**config.mk**
```make
export PLATFORM = sky130hd
export DESIGN_NAME = iob_master_ctrl
export DESIGN_NICKNAME = d
export VERILOG_FILES = /design/src/rtl/iob_master_ctrl.sv
export SDC_FILE = /design/constraint.sdc
export NUM_CORES = 1
export LEC_CHECK = 0
export ABC_AREA = 1
export CAP_MARGIN = 10
export CORE_AREA = 5 5 59 61
export DETAILED_ROUTE_END_ITERATION = 8
export DIE_AREA = 0 0 64 66
export GPL_ROUTABILITY_DRIVEN = 1
export GPL_TIMING_DRIVEN = 0
export HOLD_SLACK_MARGIN = 0.06
export PLACE_DENSITY_LB_ADDON = 0.3
export SETUP_SLACK_MARGIN = 0.2
export SYNTH_ARGS = -nofsm -noshare
export SYNTH_HDL_FRONTEND = slang
export SYNTH_SLANG_ARGS = --single-unit
export TNS_END_PERCENT = 50
```
**constraint.sdc**
```tcl
create_clock -name CLK -period 4.06 [get_ports CLK]
set_clock_uncertainty 0.05 [all_clocks]
set_input_delay 0.406 -clock CLK [delete_from_list [all_inputs] [get_ports CLK]]
set_output_delay 0.406 -clock CLK [all_outputs]
set_load 0.1 [all_outputs]
```
**src/rtl/iob_master_ctrl.sv**
```systemverilog
// -----------------------------------------------------------------------------
// iob_master_ctrl
//   Master side of the IOB FIFO handshake. Takes one queued request at a time
//   from the CPU-side slave FIFO and runs it as a 68000-style asynchronous bus
//   cycle on the slow IOB:
//     IDLE -> ADDR -> AS -> DS -> WAIT -> LATCH -> RECOVER -> IDLE
//   All bus-facing outputs are registered so the strobes are glitch-free, and
//   they are decoded from the next state so that they change on the same edge
//   as the state register.
//
// Ports
//   CLK, nRST            clock, asynchronous active-low reset
//   IOREQ                request pending from the slave FIFO (level)
//   IORW0, IOL0, IOU0    direction (1=read) and byte strobes, sampled at accept
//   IOACT                request accepted and in flight
//   ALE0                 one-cycle pulse: latch FIFO level-0 addr/data onto IOB
//   IOBERR               one-cycle pulse at cycle end on bus error or timeout
//   nAS_IOB, nLDS_IOB,
//   nUDS_IOB, nWE_IOB    IOB address strobe, data strobes, R/W (0=write)
//   nDoutOE              drive write data onto the IOB (low active)
//   nDinLE               read data latch enable (low active)
//   nDTACK_IOB, nBERR_IOB asynchronous IOB acknowledge / bus error inputs
// -----------------------------------------------------------------------------
module iob_master_ctrl #(
   parameter int STATE_CYC = 2,    // CLK cycles per half-state, >=1
   parameter int DTACK_TO  = 255,  // WAIT cycles before timeout, >=2
   parameter int SYNC      = 2     // synchronizer depth, >=2
) (
   input  logic CLK,
   input  logic nRST,
   input  logic IOREQ,
   input  logic IORW0,
   input  logic IOL0,
   input  logic IOU0,
   output logic IOACT,
   output logic ALE0,
   output logic IOBERR,
   output logic nAS_IOB,
   output logic nLDS_IOB,
   output logic nUDS_IOB,
   output logic nWE_IOB,
   output logic nDoutOE,
   output logic nDinLE,
   input  logic nDTACK_IOB,
   input  logic nBERR_IOB
);

   localparam logic [2:0] ST_IDLE    = 3'd0;
   localparam logic [2:0] ST_ADDR    = 3'd1;
   localparam logic [2:0] ST_AS      = 3'd2;
   localparam logic [2:0] ST_DS      = 3'd3;
   localparam logic [2:0] ST_WAIT    = 3'd4;
   localparam logic [2:0] ST_LATCH   = 3'd5;
   localparam logic [2:0] ST_RECOVER = 3'd6;

   localparam logic [7:0] SC_LAST = 8'(STATE_CYC - 1);
   localparam logic [7:0] TO_LAST = 8'(DTACK_TO - 1);

   logic [2:0]      state_q, state_d;
   logic [7:0]      cnt_q, cnt_d;
   logic            armed_q, armed_d;
   logic            rw_q, rw_d, l_q, l_d, u_q, u_d;
   logic            dtk_seen_q, dtk_seen_d;
   logic            err_q, err_d;
   logic [SYNC-1:0] dtack_sync, berr_sync;

   logic dtack_s, berr_s, sc_done;
   logic act_d, ale_d, as_d, strb_d, we_d, dinle_d, berr_pulse_d;

   // Synchronizer shift registers; idle (negated) value is 1.
   always_ff @(posedge CLK or negedge nRST) begin
      if (!nRST) begin
         dtack_sync <= '1;
         berr_sync  <= '1;
      end else begin
         dtack_sync <= {dtack_sync[SYNC-2:0], nDTACK_IOB};
         berr_sync  <= {berr_sync[SYNC-2:0], nBERR_IOB};
      end
   end

   assign dtack_s = ~dtack_sync[SYNC-1];   // 1 = acknowledge asserted
   assign berr_s  = ~berr_sync[SYNC-1];    // 1 = bus error asserted
   assign sc_done = (cnt_q == SC_LAST);

   always_comb begin
      state_d    = state_q;
      cnt_d      = cnt_q + 8'd1;
      rw_d       = rw_q;
      l_d        = l_q;
      u_d        = u_q;
      dtk_seen_d = dtk_seen_q;
      err_d      = err_q;

      // A request held high runs once; IOREQ must drop for a cycle to re-arm.
      armed_d = armed_q;

      case (state_q)
         ST_IDLE: begin
            cnt_d = '0;
            if (IOREQ && armed_q) begin
               state_d = ST_ADDR;
               armed_d = 1'b0;
               rw_d    = IORW0;
               l_d     = IOL0;
               u_d     = IOU0;
            end
         end
         ST_ADDR: begin
            state_d    = ST_AS;
            cnt_d      = '0;
            dtk_seen_d = 1'b0;
            err_d      = 1'b0;
         end
         ST_AS: if (sc_done) begin
            state_d = ST_DS;
            cnt_d   = '0;
         end
         ST_DS: if (sc_done) begin
            state_d = ST_WAIT;
            cnt_d   = '0;
         end
         ST_WAIT: begin
            // DTACK wins for the read latch; BERR or timeout still flags error.
            if (dtack_s || berr_s || cnt_q == TO_LAST) begin
               state_d    = ST_LATCH;
               cnt_d      = '0;
               dtk_seen_d = dtack_s;
               err_d      = berr_s | ~dtack_s;
            end
         end
         ST_LATCH: if (sc_done) begin
            state_d = ST_RECOVER;
            cnt_d   = '0;
         end
         ST_RECOVER: begin
            // Hold the counter once the minimum is met; then wait for the
            // slave to release DTACK before the next cycle may start.
            if (sc_done) begin
               cnt_d = cnt_q;
               if (!dtack_s) begin
                  state_d = ST_IDLE;
                  cnt_d   = '0;
               end
            end
         end
         default: begin
            state_d = ST_IDLE;
            cnt_d   = '0;
         end
      endcase

      if (!IOREQ) armed_d = 1'b1;
   end

   // Output decode from the next state, registered below.
   always_comb begin
      act_d   = (state_d == ST_ADDR) || (state_d == ST_AS) || (state_d == ST_DS) ||
                (state_d == ST_WAIT) || (state_d == ST_LATCH);
      ale_d   = (state_d == ST_ADDR);
      as_d    = (state_d == ST_AS) || (state_d == ST_DS) ||
                (state_d == ST_WAIT) || (state_d == ST_LATCH);
      // Reads assert data strobes with AS; writes wait one state for data setup.
      strb_d  = (state_d == ST_DS) || (state_d == ST_WAIT) || (state_d == ST_LATCH) ||
                ((state_d == ST_AS) && rw_d);
      we_d    = !rw_d && (as_d || (state_d == ST_RECOVER));
      dinle_d = (state_d == ST_LATCH) && rw_d && dtk_seen_d;
      berr_pulse_d = (state_d == ST_RECOVER) && (state_q == ST_LATCH) && err_d;
   end

   always_ff @(posedge CLK or negedge nRST) begin
      if (!nRST) begin
         state_q    <= ST_IDLE;
         cnt_q      <= '0;
         armed_q    <= 1'b1;
         rw_q       <= 1'b0;
         l_q        <= 1'b0;
         u_q        <= 1'b0;
         dtk_seen_q <= 1'b0;
         err_q      <= 1'b0;
         IOACT      <= 1'b0;
         ALE0       <= 1'b0;
         IOBERR     <= 1'b0;
         nAS_IOB    <= 1'b1;
         nLDS_IOB   <= 1'b1;
         nUDS_IOB   <= 1'b1;
         nWE_IOB    <= 1'b1;
         nDoutOE    <= 1'b1;
         nDinLE     <= 1'b1;
      end else begin
         state_q    <= state_d;
         cnt_q      <= cnt_d;
         armed_q    <= armed_d;
         rw_q       <= rw_d;
         l_q        <= l_d;
         u_q        <= u_d;
         dtk_seen_q <= dtk_seen_d;
         err_q      <= err_d;
         IOACT      <= act_d;
         ALE0       <= ale_d;
         IOBERR     <= berr_pulse_d;
         nAS_IOB    <= ~as_d;
         nLDS_IOB   <= ~(strb_d & l_d);
         nUDS_IOB   <= ~(strb_d & u_d);
         nWE_IOB    <= ~we_d;
         nDoutOE    <= ~we_d;
         nDinLE     <= ~dinle_d;
      end
   end

endmodule
```
; ---- Word level (Yosys, flattened, before mapping)
; Cells that the tools add are included.
; Widths: inputs -> output; s select.
[word_totals]
ff_bits = 29
elab_cells = 96
inputBits = 8
output_inout_bits = 9
[op_classes]
addsub = 1
n_reduce_logical = 24
bitwise_logic = 10
muxes = 26
n_eq_ne = 17
[op_table]
columns = cell, n
row1 = $mux 8, 4
row2 = $pmux 8 s3, 1
row3 = $mux 3, 7
row4 = $pmux 3 s7, 1
row5 = $eq 3x3->1 const B, 6
row6 = $logic_or 1x1->1, 13
row7 = $eq 3x2->1 const B, 4
row8 = $mux 1, 11
row9 = $add 8x1->8 const B, 1
row10 = $eq 8x1->1 const B, 1
row11 = $eq 8x8->1 const B, 1
row12 = $logic_and 1x1->1, 7
row13 = $not 1->1, 7
row14 = $eq 3x1->1 const B, 2
row15 = $ne 2x1->1 const B, 2
row16 = $pmux 1 s2, 2
row17 = $logic_not 3->1, 1
row18 = $ne 3x3->1 const B, 1
row19 = $reduce_or 3->1, 1
row20 = $and 1x1->1, 2
row21 = $reduce_and 2->1, 1
row22 = $logic_not 1->1, 1
row23 = $or 1x1->1, 1

; ---- Longest topological paths before layout
[depth]
ltp_word = 12
depth_mapped = 13
mapped_depth_nobuf = 13

; ---- Worst setup path before layout
; Ideal clock, no wire load.
[synth_path]
path_type = register -> output
from = register, netlist name nDoutOE
to = output port nWE_IOB
path_slack_ns = 2.387
stages_incl_launch_ff = 2
n_path_buf = 1
t_required_ns = 3.604
arrival_time_ns = 1.217
cell_sequence = dfstp_2 > buf_4
[synth_rtl]
columns = item, line_no
row1 = to (decl), 41  ; output logic nWE_IOB,

==> results.md <==
- Critical Path Start Type: flip-flop
- Worst vdd ir: between 0.0007 and 0.0008 V
- Internal Dissipation: slightly above 0.7 mW
- Synth top area cells: sky130_fd_sc_hd__dfrtp_1 32%, sky130_fd_sc_hd__dfstp_2 18%, sky130_fd_sc_hd__nand2_1 9.8%
- Syn nets: around 190
- Async S/R FF share, synth: 100%
- Setup TNS Final: 0 ns
- Net Switching: between 0.6 and 0.7 mW
- Yosys reg bits: 29
- Number of enable-type register cells in the synthesized netlist: 0
- Unrepaired setup endpoints after global routing: no
- Average footprint of a synthesized cell: between 8 and 9 µm²
- Synthesized-area fraction occupied by and/or/nand/nor cells: 31.9%
- DIE WIDTH: approximately 64 µm
- Buffers inserted during post-CTS setup optimization: 0
- Post-place setup slack: around 1.9 ns
- Vias after detailed routing: around 1200
- Number of global-route vias before repair: about 1200
- Number of buffers on the longest clock path: 2
- Synthesized-area fraction occupied by adder cells: about 2.5%
- Number of CTS-inserted buffers: 5
- Sequential area share after synthesis: 49.4%
- Number of antenna diodes: 0
- Run status: complete, no violations
- Start point of the critical path: nDoutOE
- Overflow after GRT: 0
- Number of I/O port buffers: 16
- Slowest Stage Delay on Critical Path: roughly 1.1 ns
- Final max-slew violation count: 0
- Clock transition at path regs: ~0.090 ns
- Area of the die: roughly 4200 µm²
- Buffer type at the clock tree root: sky130_fd_sc_hd__clkbuf_4
- Highest Clock Rate: roughly 400 MHz
- IO Pins: 17
- Signal arrival time at the worst endpoint: slightly above 2 ns
- Max H-tree Level: 2
- Sw Ratio: between 40% and 50%
- Count of yosys warnings during synthesis: 0
- Cell area after technology mapping: 1490 µm²
- Worst Setup End Kind: output port
- Final RePlAce weighted congestion: between 0.9 and 1
- Tightest Pin Transition: 0.971 ns
- DR DRC count: 0
- Number of detailed-routing iterations run before antenna repair: 4
- Min Tclk post-route: about 2.5 ns
- Most used DFF post-synth: sky130_fd_sc_hd__dfrtp_1
- Clock network fraction of design power: about 18%
- Initial DRC count: 48
- Core Region: between 2000 and 3000 µm²
- TritonCTS clock tree: built
- Number of max-cap violations: 0
- Cell type with the largest total area after synthesis: sky130_fd_sc_hd__dfrtp_1
- Fraction of power consumed by combinational cells: 51.7%
- Sequential group share of total power: between 30% and 40%
- Hpwl dp: roughly 2200 µm
- Launch point of the worst reg-to-reg path: cnt_q[1]
- Die height: around 66 µm
- Number of instances in the synthesized netlist: ~180
- Wire length of the first global-routing pass: 5140 µm
- Maximum number of pins on one net before global-route repair: 30
- Share of Yosys cell area claimed by the top area cell type: 31.8%
- CP Data Required Time: between 3 and 4 ns
- Slowest CP cell: sky130_fd_sc_hd__clkdlybuf4s50_1
- Initial antenna violation count: 0
- Total global routing track utilization: ~15%
- Overall power of the completed layout: ~1.4 mW
- Clk_lat worst skew: 0.33 ns
- Compound-gate portion of the synthesized area: 7.71%
- Unique masters post-synth: 30
- Wire length per cell after detailed routing: between 10 and 15 µm
- Dominant combinational cell family by area after synthesis: simple AND/OR/NAND/NOR gates
- Antenna violation net count after detailed routing: 0
- Number of buffers inserted for hold repair after clock tree synthesis: 0
- Number of gates given a new drive strength after cts: 0
- Vias per cell: a little over 5
- Worst Path Max Fanout: 2
- Share of cells above drive strength 1: approximately 24%
- Static power due to leakage: between 0.8 and 0.9 nW
- Commonest non-fill, non-tap cells in the layout: 39 x sky130_fd_sc_hd__nand2_1, 24 x sky130_fd_sc_hd__nor2_1, 19 x sky130_fd_sc_hd__dfrtp_1
- Part of the cycle the worst path needs: between 60% and 70%
- Area share of xor/xnor cells in the synthesized design: 1.76%
- Total setup violations reported at the end of the flow: 0
- Endpoints failing hold: 0
- Sink count of the clock tree: 29
- Post-synthesis mux area share: 0%
- Crit path setup slack, layout: between 1.5 and 2 ns
- Number of placement rows: 20
- Count of nets after finishing: roughly 210
- Most common cell after layout, fill and taps aside: sky130_fd_sc_hd__nand2_1
- Type of the worst min-delay path: primary input to async pin
- Slew headroom: approximately a third
- Effective utilization at floorplan: approximately 51%
- CP Class: flip-flop to output port
- Pwr/cell area: 769 nW/µm²
- Final Routed Wirelength: about 2800 µm
- Area growth syn-to-layout: 18.8%
- List of cells traversed by the critical path: buf_4, clkdlybuf4s50_1
==> per-layer routing <==
| layer | part of all wire, % | GRT usage (%) |
|---|---|---|
| met1 | 46 | 17.9 |
| met2 | 47 | 26.3 |
| met4 | 2.0 | 8.31 |
| met5 | 0 | 0 |
| met3 | 4.3 | 3.40 |
==> sequential cells by signal, summed over array words and instances, names as in the netlist, 2 cells and up <==
signal      flops
state_q         3
berr_sync       2
cnt_q           8
dtack_sync      2
==> final timing paths <==
| kind | to | slack (ns) | cells after the start |
|---|---|---|---|
| min in group CLK | berr_sync[1] | 0.31 | 0 |
| setup reg to reg | nLDS_IOB | 2.31 | 13 |
| hold reg to reg | berr_sync[1] | 0.31 | 0 |
| max in group asynchronous | cnt_q[1] | 3.52 | 1 |
| hold / removal | ALE0 | 0.03 | 1 |
| setup / recovery | nWE_IOB | 1.53 | 2 |
==> power groups by stage <==
| stage | Combinational, mW | Clock [mW] | Sequential [mW] |
|---|---|---|---|
| after floorplan | 0.402 | 0 | 0.577 |
| after global placement | 0.695 | 0 | 0.419 |
| after detailed placement | 0.704 | 0 | 0.423 |
| after CTS | 0.710 | 0.249 | 0.417 |
| after global routing | 0.774 | 0.263 | 0.425 |
| final | 0.706 | 0.244 | 0.416 |
==> final cells by class <==
cell class | count | area (µm²)
Fill cell | 259 | 1150
Sequential cell | 29 | 738
Multi-Input combinational cell | 121 | 656
Timing Repair Buffer | 16 | 155
Inverter | 24 | 92.6
Clock buffer | 7 | 55.1
Tap cell | 33 | 41.3
Clock inverter | 1 | 30.0
Buffer | 1 | 7.51
==> Yosys cell counts, types with 3 or more instances <==
library cell	count
sky130_fd_sc_hd__inv_1	17
sky130_fd_sc_hd__nand3_2	5
sky130_fd_sc_hd__ha_1	3
sky130_fd_sc_hd__inv_2	5
sky130_fd_sc_hd__nand2_1	39
sky130_fd_sc_hd__a21oi_1	6
sky130_fd_sc_hd__o21ai_0	8
sky130_fd_sc_hd__dfrtp_1	19
sky130_fd_sc_hd__dfstp_2	10
sky130_fd_sc_hd__nor2_1	24
sky130_fd_sc_hd__nand2_2	8
sky130_fd_sc_hd__nand3_1	7
==> metrics by stage <==
| step | cell area (µm²) | util (%) | hold WS [ns] | std cells |
|---|---|---|---|---|
| 2_1_floorplan | 1490 | - | 0.0604 | 175 |
| 3_3_place_gp | 1700 | 57.9 | 0.296 | 224 |
| 3_5_place_dp | 1700 | 57.9 | 0.297 | 224 |
| 4_1_cts | 1780 | 60.8 | 0.310 | 232 |
| 5_1_grt | 1780 | 60.6 | 0.0847 | 232 |
| 6_report | 1780 | 60.6 | 0.0297 | 232 |
==> worst max-delay path: cells and delay by family (launching register included) <==
family	cells	cell delay (ns)
flops	1	0.54
buf+inv	2	1.21
==> cells by family after synthesis <==
group	after synthesis
AND/OR/NAND/NOR	95
flip-flops	29
buffers and inverters	25
AO/OA/AOI/OAI	20
XOR/XNOR	3
adder cells (fa/ha/maj)	3
No activity file was read; power rests on OpenSTA's default activity.
